### src/rtl/dpram_reader_pkg.sv
// Shared types and defaults for the dual-port RAM burst reader.
package dpram_reader_pkg;

  localparam int unsigned DefWidth   = 8;
  localparam int unsigned DefAddress = 6;

  typedef enum logic [1:0] {
    IDLE,
    ISSUE,
    DRAIN
  } state_e;

endpackage

### src/rtl/reader_skid_fifo.sv
// Small synchronous FIFO carrying {last, data}; it absorbs RAM read latency and
// downstream stalls.
module reader_skid_fifo #(
  parameter int unsigned Depth = 3,
  parameter int unsigned Width = 9,
  localparam int unsigned CntW = $clog2(Depth + 1),
  localparam int unsigned PtrW = (Depth > 1) ? $clog2(Depth) : 1
) (
  input  logic             clk,
  input  logic             rst,
  input  logic             push_i,
  input  logic [Width-1:0] data_i,
  input  logic             pop_i,
  output logic [Width-1:0] data_o,
  output logic [CntW-1:0]  count_o,
  output logic             empty_o
);

  logic [Width-1:0] mem_q [Depth];
  logic [PtrW-1:0]  wr_ptr_q, wr_ptr_d, rd_ptr_q, rd_ptr_d;
  logic [CntW-1:0]  count_q, count_d;
  logic             push_en, pop_en;

  function automatic logic [PtrW-1:0] ptr_inc(input logic [PtrW-1:0] p);
    return (p == PtrW'(Depth - 1)) ? '0 : p + PtrW'(1);
  endfunction

  always_comb begin
    pop_en   = pop_i && (count_q != '0);
    push_en  = push_i && ((count_q != CntW'(Depth)) || pop_en);
    wr_ptr_d = push_en ? ptr_inc(wr_ptr_q) : wr_ptr_q;
    rd_ptr_d = pop_en ? ptr_inc(rd_ptr_q) : rd_ptr_q;
    count_d  = count_q + CntW'(push_en) - CntW'(pop_en);
  end

  always_ff @(posedge clk or posedge rst) begin
    if (rst) begin
      wr_ptr_q <= '0;
      rd_ptr_q <= '0;
      count_q  <= '0;
    end else begin
      wr_ptr_q <= wr_ptr_d;
      rd_ptr_q <= rd_ptr_d;
      count_q  <= count_d;
    end
  end

  // Storage needs no reset: nothing is read until count_q says it was written.
  always_ff @(posedge clk) begin
    if (push_en) mem_q[wr_ptr_q] <= data_i;
  end

  assign data_o  = mem_q[rd_ptr_q];
  assign count_o = count_q;
  assign empty_o = (count_q == '0);

endmodule

### src/rtl/dpram_burst_reader.sv
// Burst read initiator for one RAM port, streaming words out as valid/ready.
// Optional READER_CHECKSUM_EN adds an XOR checksum of the accepted words.
module dpram_burst_reader
  import dpram_reader_pkg::*;
#(
  parameter int unsigned WIDTH      = DefWidth,
  parameter int unsigned ADDRESS    = DefAddress,
  parameter int unsigned RD_LATENCY = 1,
  parameter int unsigned FIFO_DEPTH = RD_LATENCY + 2
) (
  input  logic               clk,
  input  logic               rst,
  input  logic               start,
  input  logic [ADDRESS-1:0] base_addr,
  input  logic [ADDRESS:0]   length,
  output logic               busy,
  output logic               done,
  output logic [ADDRESS-1:0] ram_addr,
  output logic               ram_wr_en,
  output logic [WIDTH-1:0]   ram_data_in,
  input  logic [WIDTH-1:0]   ram_data_out,
  output logic [WIDTH-1:0]   m_data,
  output logic               m_valid,
  input  logic               m_ready,
  output logic               m_last
`ifdef READER_CHECKSUM_EN
  ,
  output logic [WIDTH-1:0]   checksum
`endif
);

  localparam int unsigned CntW = $clog2(FIFO_DEPTH + 1);

  state_e             state_q, state_d;
  logic [ADDRESS-1:0] addr_q, addr_d, ram_addr_q, ram_addr_d;
  logic [ADDRESS:0]   remaining_q, remaining_d;
  logic               busy_q, busy_d, done_q, done_d;
  logic [RD_LATENCY:0] tag_vld_q, tag_vld_d, tag_last_q, tag_last_d;

  logic               issue, last_issue, pop, credit_ok, fifo_empty;
  logic [WIDTH:0]     fifo_head;
  logic [CntW-1:0]    fifo_count;
  int unsigned        in_flight, occupancy;

  always_comb begin
    pop        = !fifo_empty && m_ready;
    in_flight  = 0;
    for (int unsigned i = 0; i <= RD_LATENCY; i++) in_flight += 32'(tag_vld_q[i]);
    // A word popped this edge frees its slot in time for a new issue.
    occupancy  = 32'(fifo_count) + in_flight - 32'(pop);
    credit_ok  = occupancy < FIFO_DEPTH;
    issue      = (state_q == ISSUE) && credit_ok;
    last_issue = issue && (remaining_q == (ADDRESS + 1)'(1));
    tag_vld_d  = {tag_vld_q[RD_LATENCY-1:0], issue};
    tag_last_d = {tag_last_q[RD_LATENCY-1:0], last_issue};
  end

  always_comb begin
    state_d     = state_q;
    addr_d      = addr_q;
    ram_addr_d  = ram_addr_q;
    remaining_d = remaining_q;
    busy_d      = busy_q;
    done_d      = 1'b0;
    unique case (state_q)
      IDLE: begin
        if (start) begin
          if (length != '0) begin
            state_d     = ISSUE;
            busy_d      = 1'b1;
            addr_d      = base_addr;
            remaining_d = length;
          end else begin
            done_d = 1'b1;
          end
        end
      end
      ISSUE: begin
        if (issue) begin
          ram_addr_d  = addr_q;
          addr_d      = addr_q + ADDRESS'(1);
          remaining_d = remaining_q - (ADDRESS + 1)'(1);
          if (last_issue) state_d = DRAIN;
        end
      end
      DRAIN: begin
        if (pop && fifo_head[WIDTH]) begin
          state_d = IDLE;
          busy_d  = 1'b0;
          done_d  = 1'b1;
        end
      end
      default: state_d = IDLE;
    endcase
  end

  always_ff @(posedge clk or posedge rst) begin
    if (rst) begin
      state_q     <= IDLE;
      addr_q      <= '0;
      ram_addr_q  <= '0;
      remaining_q <= '0;
      busy_q      <= 1'b0;
      done_q      <= 1'b0;
      tag_vld_q   <= '0;
      tag_last_q  <= '0;
    end else begin
      state_q     <= state_d;
      addr_q      <= addr_d;
      ram_addr_q  <= ram_addr_d;
      remaining_q <= remaining_d;
      busy_q      <= busy_d;
      done_q      <= done_d;
      tag_vld_q   <= tag_vld_d;
      tag_last_q  <= tag_last_d;
    end
  end

  reader_skid_fifo #(
    .Depth(FIFO_DEPTH),
    .Width(WIDTH + 1)
  ) u_fifo (
    .clk    (clk),
    .rst    (rst),
    .push_i (tag_vld_q[RD_LATENCY]),
    .data_i ({tag_last_q[RD_LATENCY], ram_data_out}),
    .pop_i  (pop),
    .data_o (fifo_head),
    .count_o(fifo_count),
    .empty_o(fifo_empty)
  );

  assign busy        = busy_q;
  assign done        = done_q;
  assign ram_addr    = ram_addr_q;
  assign ram_wr_en   = 1'b0;
  assign ram_data_in = '0;
  assign m_valid     = !fifo_empty;
  assign m_data      = fifo_empty ? '0 : fifo_head[WIDTH-1:0];
  assign m_last      = !fifo_empty && fifo_head[WIDTH];

`ifdef READER_CHECKSUM_EN
  logic [WIDTH-1:0] csum_q, csum_d;

  always_comb begin
    csum_d = csum_q;
    if (state_q == IDLE && start) csum_d = '0;
    else if (pop) csum_d = csum_q ^ m_data;
  end

  always_ff @(posedge clk or posedge rst) begin
    if (rst) csum_q <= '0;
    else     csum_q <= csum_d;
  end

  assign checksum = csum_q;
`endif

endmodule

### config.mk
export PLATFORM = sky130hd
export DESIGN_NAME = dpram_burst_reader
export DESIGN_NICKNAME = d
export VERILOG_FILES = /design/src/rtl/dpram_reader_pkg.sv /design/src/rtl/reader_skid_fifo.sv /design/src/rtl/dpram_burst_reader.sv
export SDC_FILE = /design/constraint.sdc
export NUM_CORES = 1
export LEC_CHECK = 0
export CORE_MARGIN = 2
export CORE_UTILIZATION = 50
export DETAILED_ROUTE_END_ITERATION = 12
export PLACE_DENSITY = 0.76
export REMOVE_ABC_BUFFERS = 1
export SLEW_MARGIN = 30
export SYNTH_ARGS = -nofsm -noshare
export SYNTH_HDL_FRONTEND = slang
export SYNTH_SLANG_ARGS = --single-unit
### constraint.sdc
create_clock -name clk -period 4.9 [get_ports clk]
set_input_delay 0.98 -clock clk [delete_from_list [all_inputs] [get_ports clk]]
set_output_delay 0.98 -clock clk [all_outputs]
set_load 0.03 [all_outputs]
==> flow_summary.ini, run 1 <==
[run_status]
status = completed

[critical_path]
crit_path_max_fanout = 20
worst-path-stages = 11
cp_data_required_time_ns = 5.14
crit_family = adder cells
crit_slowest_cell = sky130_fd_sc_hd__fa_1
worstSetupPathType = input pin to register
cp_num_buf_inv = 2
r2r_end = addr_q[0]$_DFFE_PP0P_
crit-reg2reg-launch = u_fifo.count_o[1]$_DFF_PP0_
max_stage_delay_ns = 0.50
startpoint = m_ready
worst_path_cell_trace = clkdlybuf4s50_1 -> nand2_1 -> inv_1 -> ha_1 -> fa_1 -> fa_1 -> nor2_1 -> a211oi_4 -> o21ai_2 -> nor2b_1 -> a221oi_2
critPathCapture = addr_q[0]$_DFFE_PP0P_
worst-r2r-cell-count = 12
rrSetupSlack_ns = 1.26
cp_common_cell = sky130_fd_sc_hd__fa_1
data_arrival_time_at_the_worst_slack_endpoint_ns = 3.97
setup.worst_path.end_class = register
worst_setup_path_start_kind = input pin

[sta]
worst_slew_margin_rel_pct = 36.8
setup_violations = 0
timing.clock.skew_ns = 0.00484
timing.final.crit_share_pct = 76.2
post-route-min-period_ns = 3.73
setup_slack_ns = 1.17
worstMarginPinSlew_ns = 0.948
timing.setup.tns_ns = 0
timing.fmax_mhz = 268
rsz0062_at_grt = false
finalMaxSlewViolations = 0
report.final.hold_viol_count = 0

[place]
post-place-ws_ns = 0.829
port-buffer-count = 42
finalWeightedCongestion = 0.794
post-dp-hpwl_mm = 3.92

[drt]
final_wl_mm = 5.51
detail_route.iter0.violations = 96
routed-wl-met2_mm = 2.80
dr.max_layer_used = met4
met3_length_um = 273
firstDrtPassIters = 4
dr_total_vias = 2008
drt-met1-wl_mm = 2.35
antenna_left = 0
wl_per_cell_um = 14.7
routed_via_density = 5.35
drc = 0

[synthesis]
yosysTopAreaCellShare_pct = 28.0
synth-compound-area-share_pct = 13.4
postSynthCellCount = 253
synth.avg_cell_area_sq_um = 11.7
yosys.area.top_type = sky130_fd_sc_hd__dfrtp_1
synth_mux_area_share_pct = 6.49
yosys_warnings = 0
ys_seq_elements = 60
synth_fa_ha_area_share_pct = 4.75
syn-cell-area_sq_um = 2950
synth_simple_gate_area_share_pct = 12.4
largest_family_of_logic_cells_by_synthesized_area = compound AO/OA/AOI/OAI gates
yosys-top-cells-area = sky130_fd_sc_hd__dfrtp_1 28%, sky130_fd_sc_hd__edfxtp_1 27%, sky130_fd_sc_hd__nor2_1 4.3%, sky130_fd_sc_hd__ha_1 3.4%, sky130_fd_sc_hd__a21oi_1 3.2%
yosys.cell_types.count = 52
synth_seq_area_share_pct = 55.5
post_synth_xor_area_fraction_pct = 0.891

[cts]
root_buffer = sky130_fd_sc_hd__clkbuf_8
path_clk_slew_ns = 0.07
worst_skew_pair.late_latency_ns = 0.33
clockBufferDepth = 2
cts_buffers = 9
clock-sinks = 60
deepest_level_of_the_cts_h_tree = 3
post_cts.resized_instances = 0
tritoncts = done
postCtsSetupBuffers = 0
cts_hold_repair.buffers = 0

[cells_and_area]
layout.nets = 333
layout.cells.most_common_list = 42 x sky130_fd_sc_hd__clkdlybuf4s50_1, 34 x sky130_fd_sc_hd__nor2_1, 33 x sky130_fd_sc_hd__dfrtp_1, 27 x sky130_fd_sc_hd__edfxtp_1, 19 x sky130_fd_sc_hd__a21oi_1
fill_cells = 475
multiInputGateArea_sq_um = 1150
layout.area.seq_sq_um = 1640
final_common_cell = sky130_fd_sc_hd__clkdlybuf4s50_1
final_layout_size_suffix_gt1_share_pct = 12.2
areaGrowthSynthToFinish_pct = 20.8
antenna_diode_count = 0

[floorplanning]
chipHeight_um = 80.8
ios = 52
num_rows = 27
coreArea_sq_um = 5610
chip_width_um = 80.8
die_area_sq_um = 6530
initial_core_util_pct = 52.6

[hold_path]
worstHoldPathType = register to register

[grt]
global_route.overflow_total = 0
grt_start_max_net_pins = 34
first_pass_grt_wire_length_mm = 9.00
first_global_vias = 1944
grtUsageTotal_pct = 18.6
antenna_violations_before_repair = 0

[power_and_ir_drop]
power-per-cell-area_nw_per_um2 = 740
power.leakage_nw = 1.46
peakVddDrop_mv = 0.443

[run]
max_cap_violations = 0
## cell usage after synthesis (all sizes together)
cell	instances
mux2	7
nand2	7
o211ai	2
nor2	35
nor3	5
conb	1
a311oi	1
nand4	1
nor4	3
a22oi	3
nand3	4
dfrtp	33
o21ai	19
o2bb2ai	1
xor2	1
fa	2
o31ai	1
xnor2	2
o211a	1
nand3b	1
inv	13
a211oi	3
nand2b	4
a31o	1
and3	3
o22a	1
edfxtp	27
nor3b	3
a21oi	19
o311ai	1
ha	8
a221oi	1
or3	1
mux2i	9
and2	1
a41oi	1
clkbuf	3
buf	17
a21o	3
nor2b	4
## cell families after synthesis
family / after synthesis
other: 1
multiplexers: 16
adder cells (fa/ha/maj): 10
flip-flops: 60
XOR/XNOR: 3
AO/OA/AOI/OAI: 58
buffers and inverters: 33
AND/OR/NAND/NOR: 72
## power breakdown
group / leakage, nW / internal, mW / switching (mW)
combinational: 0.719 / 0.597 / 0.764
sequential: 0.652 / 0.701 / 0.158
clock: 0.0931 / 0.232 / 0.185
## flip-flops by register name, indices dropped and copies added, names as in the netlist, 6 cells and up
signal and cells:
u_fifo.mem_q 27, remaining_q 7, addr_q 6, ram_addr 6
## worst min-delay path by stage
stage / start / end / slack, ns / cells after the start
final: tag_last_q[0]$_DFF_PP0_ / tag_last_q[1]$_DFF_PP0_ / 0.36 / 0
after global routing: tag_last_q[0]$_DFF_PP0_ / tag_last_q[1]$_DFF_PP0_ / 0.37 / 0
after CTS: tag_last_q[0]$_DFF_PP0_ / tag_last_q[1]$_DFF_PP0_ / 0.36 / 0
after detailed placement: tag_last_q[0]$_DFF_PP0_ / tag_last_q[1]$_DFF_PP0_ / 0.35 / 0
after global placement: tag_last_q[0]$_DFF_PP0_ / tag_last_q[1]$_DFF_PP0_ / 0.34 / 0
after floorplan: tag_last_q[0]$_DFF_PP0_ / tag_last_q[1]$_DFF_PP0_ / 0.33 / 0
## final cells by class
type / instances / share of cell area, %
flip-flops and latches: 60 / 45.9
inverters: 13 / 1.37
multi-input cells: 168 / 32.4
clock inverters: 5 / 1.47
repair buffers: 46 / 12.6
clock buffers: 11 / 3.69
well taps: 72 / 2.53
## worst reg2reg max path: stages (launching register included)
cell                       delay, ns
sky130_fd_sc_hd__dfrtp_1        0.47
sky130_fd_sc_hd__nor2_2         0.41
sky130_fd_sc_hd__inv_2          0.11
sky130_fd_sc_hd__nand2_1        0.16
sky130_fd_sc_hd__inv_1          0.06
sky130_fd_sc_hd__ha_1           0.28
sky130_fd_sc_hd__fa_1           0.40
sky130_fd_sc_hd__fa_1           0.50
sky130_fd_sc_hd__nor2_1         0.06
sky130_fd_sc_hd__a211oi_4       0.37
sky130_fd_sc_hd__o21ai_2        0.29
sky130_fd_sc_hd__nor2b_1        0.26
sky130_fd_sc_hd__a221oi_2       0.19
## per-layer routing
| layer | vias up | global-route usage [%] |
|---|---|---|
| met5 | - | 0 |
| met4 | 0 | 6.27 |
| met3 | 9 | 6.67 |
| met2 | 55 | 31.2 |
| met1 | 978 | 22.2 |
| li1 | 966 | - |
## per-stage QoR
step                area (sq um)  total power [mW]  instances  util [%]  hold WS, ns
floorplan                   2840              1.83        241         -        0.331
global placement            3380              2.17        359      60.3        0.337
detailed placement          3380              2.24        359      60.3        0.345
CTS                         3560              2.66        375      63.5        0.363
global route                3560              2.82        375      63.5        0.369
finish                      3560              2.64        375      63.5        0.360
(Power assumes the default switching activity.)
==> run 2, diff against run 1 <==
--- a/config.mk
+++ b/config.mk
@@ -6,9 +6,9 @@
 export NUM_CORES = 1
 export LEC_CHECK = 0
 export CORE_MARGIN = 2
-export CORE_UTILIZATION = 50
+export CORE_UTILIZATION = 47
 export DETAILED_ROUTE_END_ITERATION = 12
-export PLACE_DENSITY = 0.76
+export PLACE_DENSITY = 0.75
 export REMOVE_ABC_BUFFERS = 1
 export SLEW_MARGIN = 30
 export SYNTH_ARGS = -nofsm -noshare
==> constraint.sdc (replaced) <==
create_clock -name clk -period 3.4 [get_ports clk]
set_input_delay 0.68 -clock clk [delete_from_list [all_inputs] [get_ports clk]]
set_output_delay 0.68 -clock clk [all_outputs]
set_load 0.03 [all_outputs]
==> flow_summary.ini, run 2 (synthesized netlist as in run 1, its figures left out) <==
[sta]
worstMarginPinSlew_ns = 0.823
post-route-min-period_ns = 3.23
report.final.hold_viol_count = 0
timing.clock.skew_ns = 0.00615
timing.setup.tns_ns = 0
worst_slew_margin_rel_pct = 44.7
finalMaxSlewViolations = 0
rsz0062_at_grt = false
timing.final.crit_share_pct = 95.1
setup_violations = 0
timing.fmax_mhz = 309
setup_slack_ns = 0.167

[cells_and_area]
antenna_diode_count = 0
final_area_sq_um = 3620
layout.cells.most_common_list = 42 x sky130_fd_sc_hd__clkdlybuf4s50_1, 34 x sky130_fd_sc_hd__nor2_1, 33 x sky130_fd_sc_hd__dfrtp_1, 27 x sky130_fd_sc_hd__edfxtp_1, 19 x sky130_fd_sc_hd__a21oi_1
areaGrowthSynthToFinish_pct = 22.6
layout.nets = 341
final_common_cell = sky130_fd_sc_hd__clkdlybuf4s50_1
largest_registers = u_fifo.mem_q: 27 flops, remaining_q: 7 flops
largest_register_ff_count = 27
final_layout_size_suffix_gt1_share_pct = 15.1
largest_register = u_fifo.mem_q

[drt]
dr_total_vias = 1996
firstDrtPassIters = 4
wl_per_cell_um = 14.4
detail_route.iter0.violations = 93
routed_via_density = 5.17
drc = 0
final_wl_mm = 5.55
antenna_left = 0

[run_status]
status = completed

[cts]
root_buffer = sky130_fd_sc_hd__clkbuf_8
clockBufferDepth = 2
tritoncts = done
path_clk_slew_ns = 0.07
deepest_level_of_the_cts_h_tree = 3
clock-sinks = 60
cts_buffers = 9
cts_hold_repair.buffers = 0
postCtsSetupBuffers = 0
worst_skew_pair.late_latency_ns = 0.34
post_cts.resized_instances = 0

[hold_path]
hold-path-cell-count = 0
worstHoldPathType = register to register

[run]
max_cap_violations = 0

[grt]
grt_start_max_net_pins = 34
antenna_violations_before_repair = 0
global_route.overflow_total = 0
first_global_vias = 1926
grtUsageTotal_pct = 16.9
first_pass_grt_wire_length_mm = 9.16

[critical_path]
cp_data_required_time_ns = 3.63
data_arrival_time_at_the_worst_slack_endpoint_ns = 3.46
worst-r2r-cell-count = 11
worst_setup_path_start_kind = input pin
worstSetupPathType = input pin to register
crit_path_max_fanout = 9
setup.worst_path.end_class = register

[place]
port-buffer-count = 42
post-dp-hpwl_mm = 3.99
post-place-ws_ns = -0.229
postPlaceCellArea_sq_um = 3440
finalWeightedCongestion = 0.825

[floorplanning]
coreArea_sq_um = 5990
initial_core_util_pct = 49.2
num_rows = 28
ios = 52
chip_width_um = 83.2
chipHeight_um = 83.2
die_area_sq_um = 6930

[power_and_ir_drop]
peakVddDrop_mv = 0.668
power-per-cell-area_nw_per_um2 = 1060
power.leakage_nw = 1.50
==> run 2: worst paths after layout <==
kind                                               end                         from  slack, ns
setup / recovery               ram_addr[1]$_DFFE_PP0P_                      m_ready       0.17
max in group asynchronous      tag_last_q[1]$_DFF_PP0_                          rst       2.36
hold reg to reg                tag_last_q[1]$_DFF_PP0_      tag_last_q[0]$_DFF_PP0_       0.36
min in group asynchronous  u_fifo.count_o[0]$_DFF_PP0_                          rst       0.73
hold / removal                 tag_last_q[1]$_DFF_PP0_      tag_last_q[0]$_DFF_PP0_       0.36
setup reg to reg               ram_addr[1]$_DFFE_PP0P_  u_fifo.count_o[1]$_DFF_PP0_       0.34
==> run 2: cell type report <==
class | count | area [sq um]
sequential | 60 | 1640
clock buffer | 9 | 124
inverter | 13 | 48.8
multi-input combinational | 168 | 1160
timing repair buffer | 54 | 510
tap | 75 | 93.8
fill | 491 | 2370
clock inverter | 7 | 43.8
==> run 2: worst max-delay path, cell delays in order <==
cell	delay [ns]
sky130_fd_sc_hd__clkdlybuf4s50_1	0.48
sky130_fd_sc_hd__nand2_1	0.07
sky130_fd_sc_hd__inv_1	0.06
sky130_fd_sc_hd__ha_1	0.23
sky130_fd_sc_hd__fa_1	0.40
sky130_fd_sc_hd__fa_1	0.49
sky130_fd_sc_hd__nor2_1	0.06
sky130_fd_sc_hd__a211oi_4	0.36
sky130_fd_sc_hd__and2_4	0.32
sky130_fd_sc_hd__mux2_4	0.32
==> run 2: metrics by stage <==
stage	hold WS [ns]	instances	power [mW]	util (%)
CTS	0.361	386	3.84	60.3
floorplan	0.331	241	2.63	-
global route	0.373	386	4.09	60.4
finish	0.356	386	3.83	60.4
detailed placement	0.337	370	3.29	57.5
global placement	0.335	370	3.21	57.5
==> run 2: routing by layer <==
metal  wire (um)  GRT usage [%]  share of wire, %
met4          46           4.92              0.83
met2        2720           27.1                49
met5           0              0                 0
met1        2520           21.8                45
met3         268           5.86               4.8
==> run 2: power by group <==
group          leakage [nW]  switching (mW)  total [mW]  internal [mW]
Combinational         0.761            1.15        2.08          0.931
Clock                0.0848           0.283       0.542          0.259
Sequential            0.652           0.199        1.21           1.01
Total                  1.50            1.63        3.83           2.20
==> run 3, diff against run 2 <==
--- a/config.mk
+++ b/config.mk
@@ -5,11 +5,13 @@
 export SDC_FILE = /design/constraint.sdc
 export NUM_CORES = 1
 export LEC_CHECK = 0
+export CORE_ASPECT_RATIO = 2
 export CORE_MARGIN = 2
 export CORE_UTILIZATION = 47
 export DETAILED_ROUTE_END_ITERATION = 12
 export PLACE_DENSITY = 0.75
 export REMOVE_ABC_BUFFERS = 1
+export SETUP_SLACK_MARGIN = 0.15
 export SLEW_MARGIN = 30
 export SYNTH_ARGS = -nofsm -noshare
 export SYNTH_HDL_FRONTEND = slang
==> flow_summary.ini, run 3 (synthesized netlist as in run 1, its figures left out) <==
[critical_path]
worstSetupPathType = input pin to register
worst_path_cell_trace = clkdlybuf4s50_1 -> nand2_1 -> inv_1 -> ha_1 -> fa_2 -> fa_2 -> nor2_1 -> a211oi_4 -> buf_6 -> buf_4 -> a41oi_1 -> o21ai_1 -> o311ai_1
worst_setup_path_start_kind = input pin
setup.worst_path.end_class = register
rrSetupSlack_ns = 0.48
worst-r2r-cell-count = 14
crit_slowest_cell = sky130_fd_sc_hd__fa_2
max_stage_delay_ns = 0.53
cp_data_required_time_ns = 3.60
r2r_end = addr_q[5]$_DFFE_PP0P_
critPathCapture = addr_q[5]$_DFFE_PP0P_
data_arrival_time_at_the_worst_slack_endpoint_ns = 3.31
startpoint = m_ready
cp_common_cell = sky130_fd_sc_hd__fa_2
crit-reg2reg-launch = u_fifo.count_o[1]$_DFF_PP0_
crit_path_max_fanout = 6

[grt]
global_route.overflow_total = 0
grt_start_max_net_pins = 34
grtUsageTotal_pct = 17.8
first_global_vias = 2032
first_pass_grt_wire_length_mm = 9.08
antenna_violations_before_repair = 0

[cts]
clock-sinks = 60
clockBufferDepth = 2
root_buffer = sky130_fd_sc_hd__clkbuf_16
tritoncts = done
cts_buffers = 9
deepest_level_of_the_cts_h_tree = 3
worst_skew_pair.late_latency_ns = 0.32
path_clk_slew_ns = 0.05

[cells_and_area]
largest_register_ff_count = 27
largest_registers = u_fifo.mem_q: 27 flops, remaining_q: 7 flops
layout.nets = 348
multiInputGateArea_sq_um = 1190
post-route-util_pct = 62.8
final_layout_size_suffix_gt1_share_pct = 17.0
antenna_diode_count = 0
fill_cells = 464
layout.area.seq_sq_um = 1640
areaGrowthSynthToFinish_pct = 28.8
largest_register = u_fifo.mem_q
final_common_cell = sky130_fd_sc_hd__clkdlybuf4s50_1
final_area_sq_um = 3800
layout.cells.most_common_list = 42 x sky130_fd_sc_hd__clkdlybuf4s50_1, 34 x sky130_fd_sc_hd__nor2_1, 33 x sky130_fd_sc_hd__dfrtp_1, 27 x sky130_fd_sc_hd__edfxtp_1, 19 x sky130_fd_sc_hd__a21oi_1

[sta]
worstMarginPinSlew_ns = 0.689
finalMaxSlewViolations = 0
rsz0062_at_grt = false
timing.fmax_mhz = 321
fin_worst_hold_slack_ns = 0.352
timing.final.crit_share_pct = 91.5
timing.clock.skew_ns = 0.00501
report.final.hold_viol_count = 0
setup_violations = 0
worst_slew_margin_rel_pct = 54.1
post-route-min-period_ns = 3.11

[floorplanning]
chipHeight_um = 116
ios = 52
initial_core_util_pct = 48.7
chip_width_um = 60.0
coreArea_sq_um = 6060
num_rows = 40
die_area_sq_um = 6970

[place]
port-buffer-count = 42
post-dp-hpwl_mm = 4.01
finalWeightedCongestion = 0.798
postPlaceCellArea_sq_um = 3450

[run]
max_cap_violations = 0

[drt]
final_wl_mm = 5.84
detail_route.iter0.violations = 46
routed_via_density = 5.17
wl_per_cell_um = 14.5
dr_total_vias = 2080
antenna_left = 0
firstDrtPassIters = 4
drc = 0

[power_and_ir_drop]
power.leakage_nw = 1.57
peakVddDrop_mv = 0.874
power-per-cell-area_nw_per_um2 = 1180

[run_status]
status = completed

[hold_path]
worstHoldPathType = register to register
## run 3: area by class of cell
class,count,share of cell area (%)
Multi-Input combinational cell,170,31.3
Clock inverter,6,1.09
Sequential cell,60,43.1
Clock buffer,10,6.02
Inverter,13,1.28
Timing Repair Buffer,59,14.5
Tap cell,84,2.76
## run 3: per-layer routing
metal  part of all wire [%]  GRT usage [%]  vias to the layer above
li1                       -              -                     1002
met1                     35           18.2                      992
met2                     56           31.2                       65
met3                    4.8           5.80                       21
met4                    4.1           8.89                        0
met5                      0              0                        -
## run 3: critical path: cells and delay by family
family / cells / cell delay (ns)
and+or+nand+nor: 2 / 0.14
adders and majority gates: 3 / 1.18
AOI/OAI and AO/OA: 4 / 0.53
buffers and inverters: 4 / 0.77
## run 3: through the flow
| step | power, mW | setup WS (ns) | instances | TNS, ns |
|---|---|---|---|---|
| 2_1_floorplan | 2.63 | 0.0989 | 241 | 0 |
| 6_report | 4.48 | 0.289 | 402 | 0 |
| 5_1_grt | 4.77 | 0.186 | 402 | 0 |
| 3_3_place_gp | 3.23 | -0.157 | 378 | -1.17 |
| 4_1_cts | 4.15 | 0.202 | 394 | 0 |
| 3_5_place_dp | 3.31 | -0.275 | 378 | -3.01 |
## run 3: timing repair
item	4_1_cts	5_1_grt
buffers inserted	0	6
setup endpoints to repair	3	12
pin swaps	0	2
hold buffers	0	0
resized for setup	1	6
gates cloned	0	2
## run 3: how the worst min path moves through the flow
| stage | start | end | slack, ns | cells after the start |
|---|---|---|---|---|
| after floorplan | tag_last_q[0]$_DFF_PP0_ | tag_last_q[1]$_DFF_PP0_ | 0.33 | 0 |
| after global placement | tag_last_q[0]$_DFF_PP0_ | tag_last_q[1]$_DFF_PP0_ | 0.34 | 0 |
| after detailed placement | tag_last_q[0]$_DFF_PP0_ | tag_last_q[1]$_DFF_PP0_ | 0.34 | 0 |
| after CTS | tag_last_q[0]$_DFF_PP0_ | tag_last_q[1]$_DFF_PP0_ | 0.36 | 0 |
| after global routing | tag_last_q[0]$_DFF_PP0_ | tag_last_q[1]$_DFF_PP0_ | 0.36 | 0 |
| final | tag_last_q[0]$_DFF_PP0_ | tag_last_q[1]$_DFF_PP0_ | 0.35 | 0 |
## run 3: where the power goes
part           internal (mW)  leakage (nW)  switching (mW)
Combinational           1.15         0.792            1.30
Clock                  0.490         0.126           0.312
Sequential              1.01         0.652           0.210
Total                   2.65          1.57            1.82
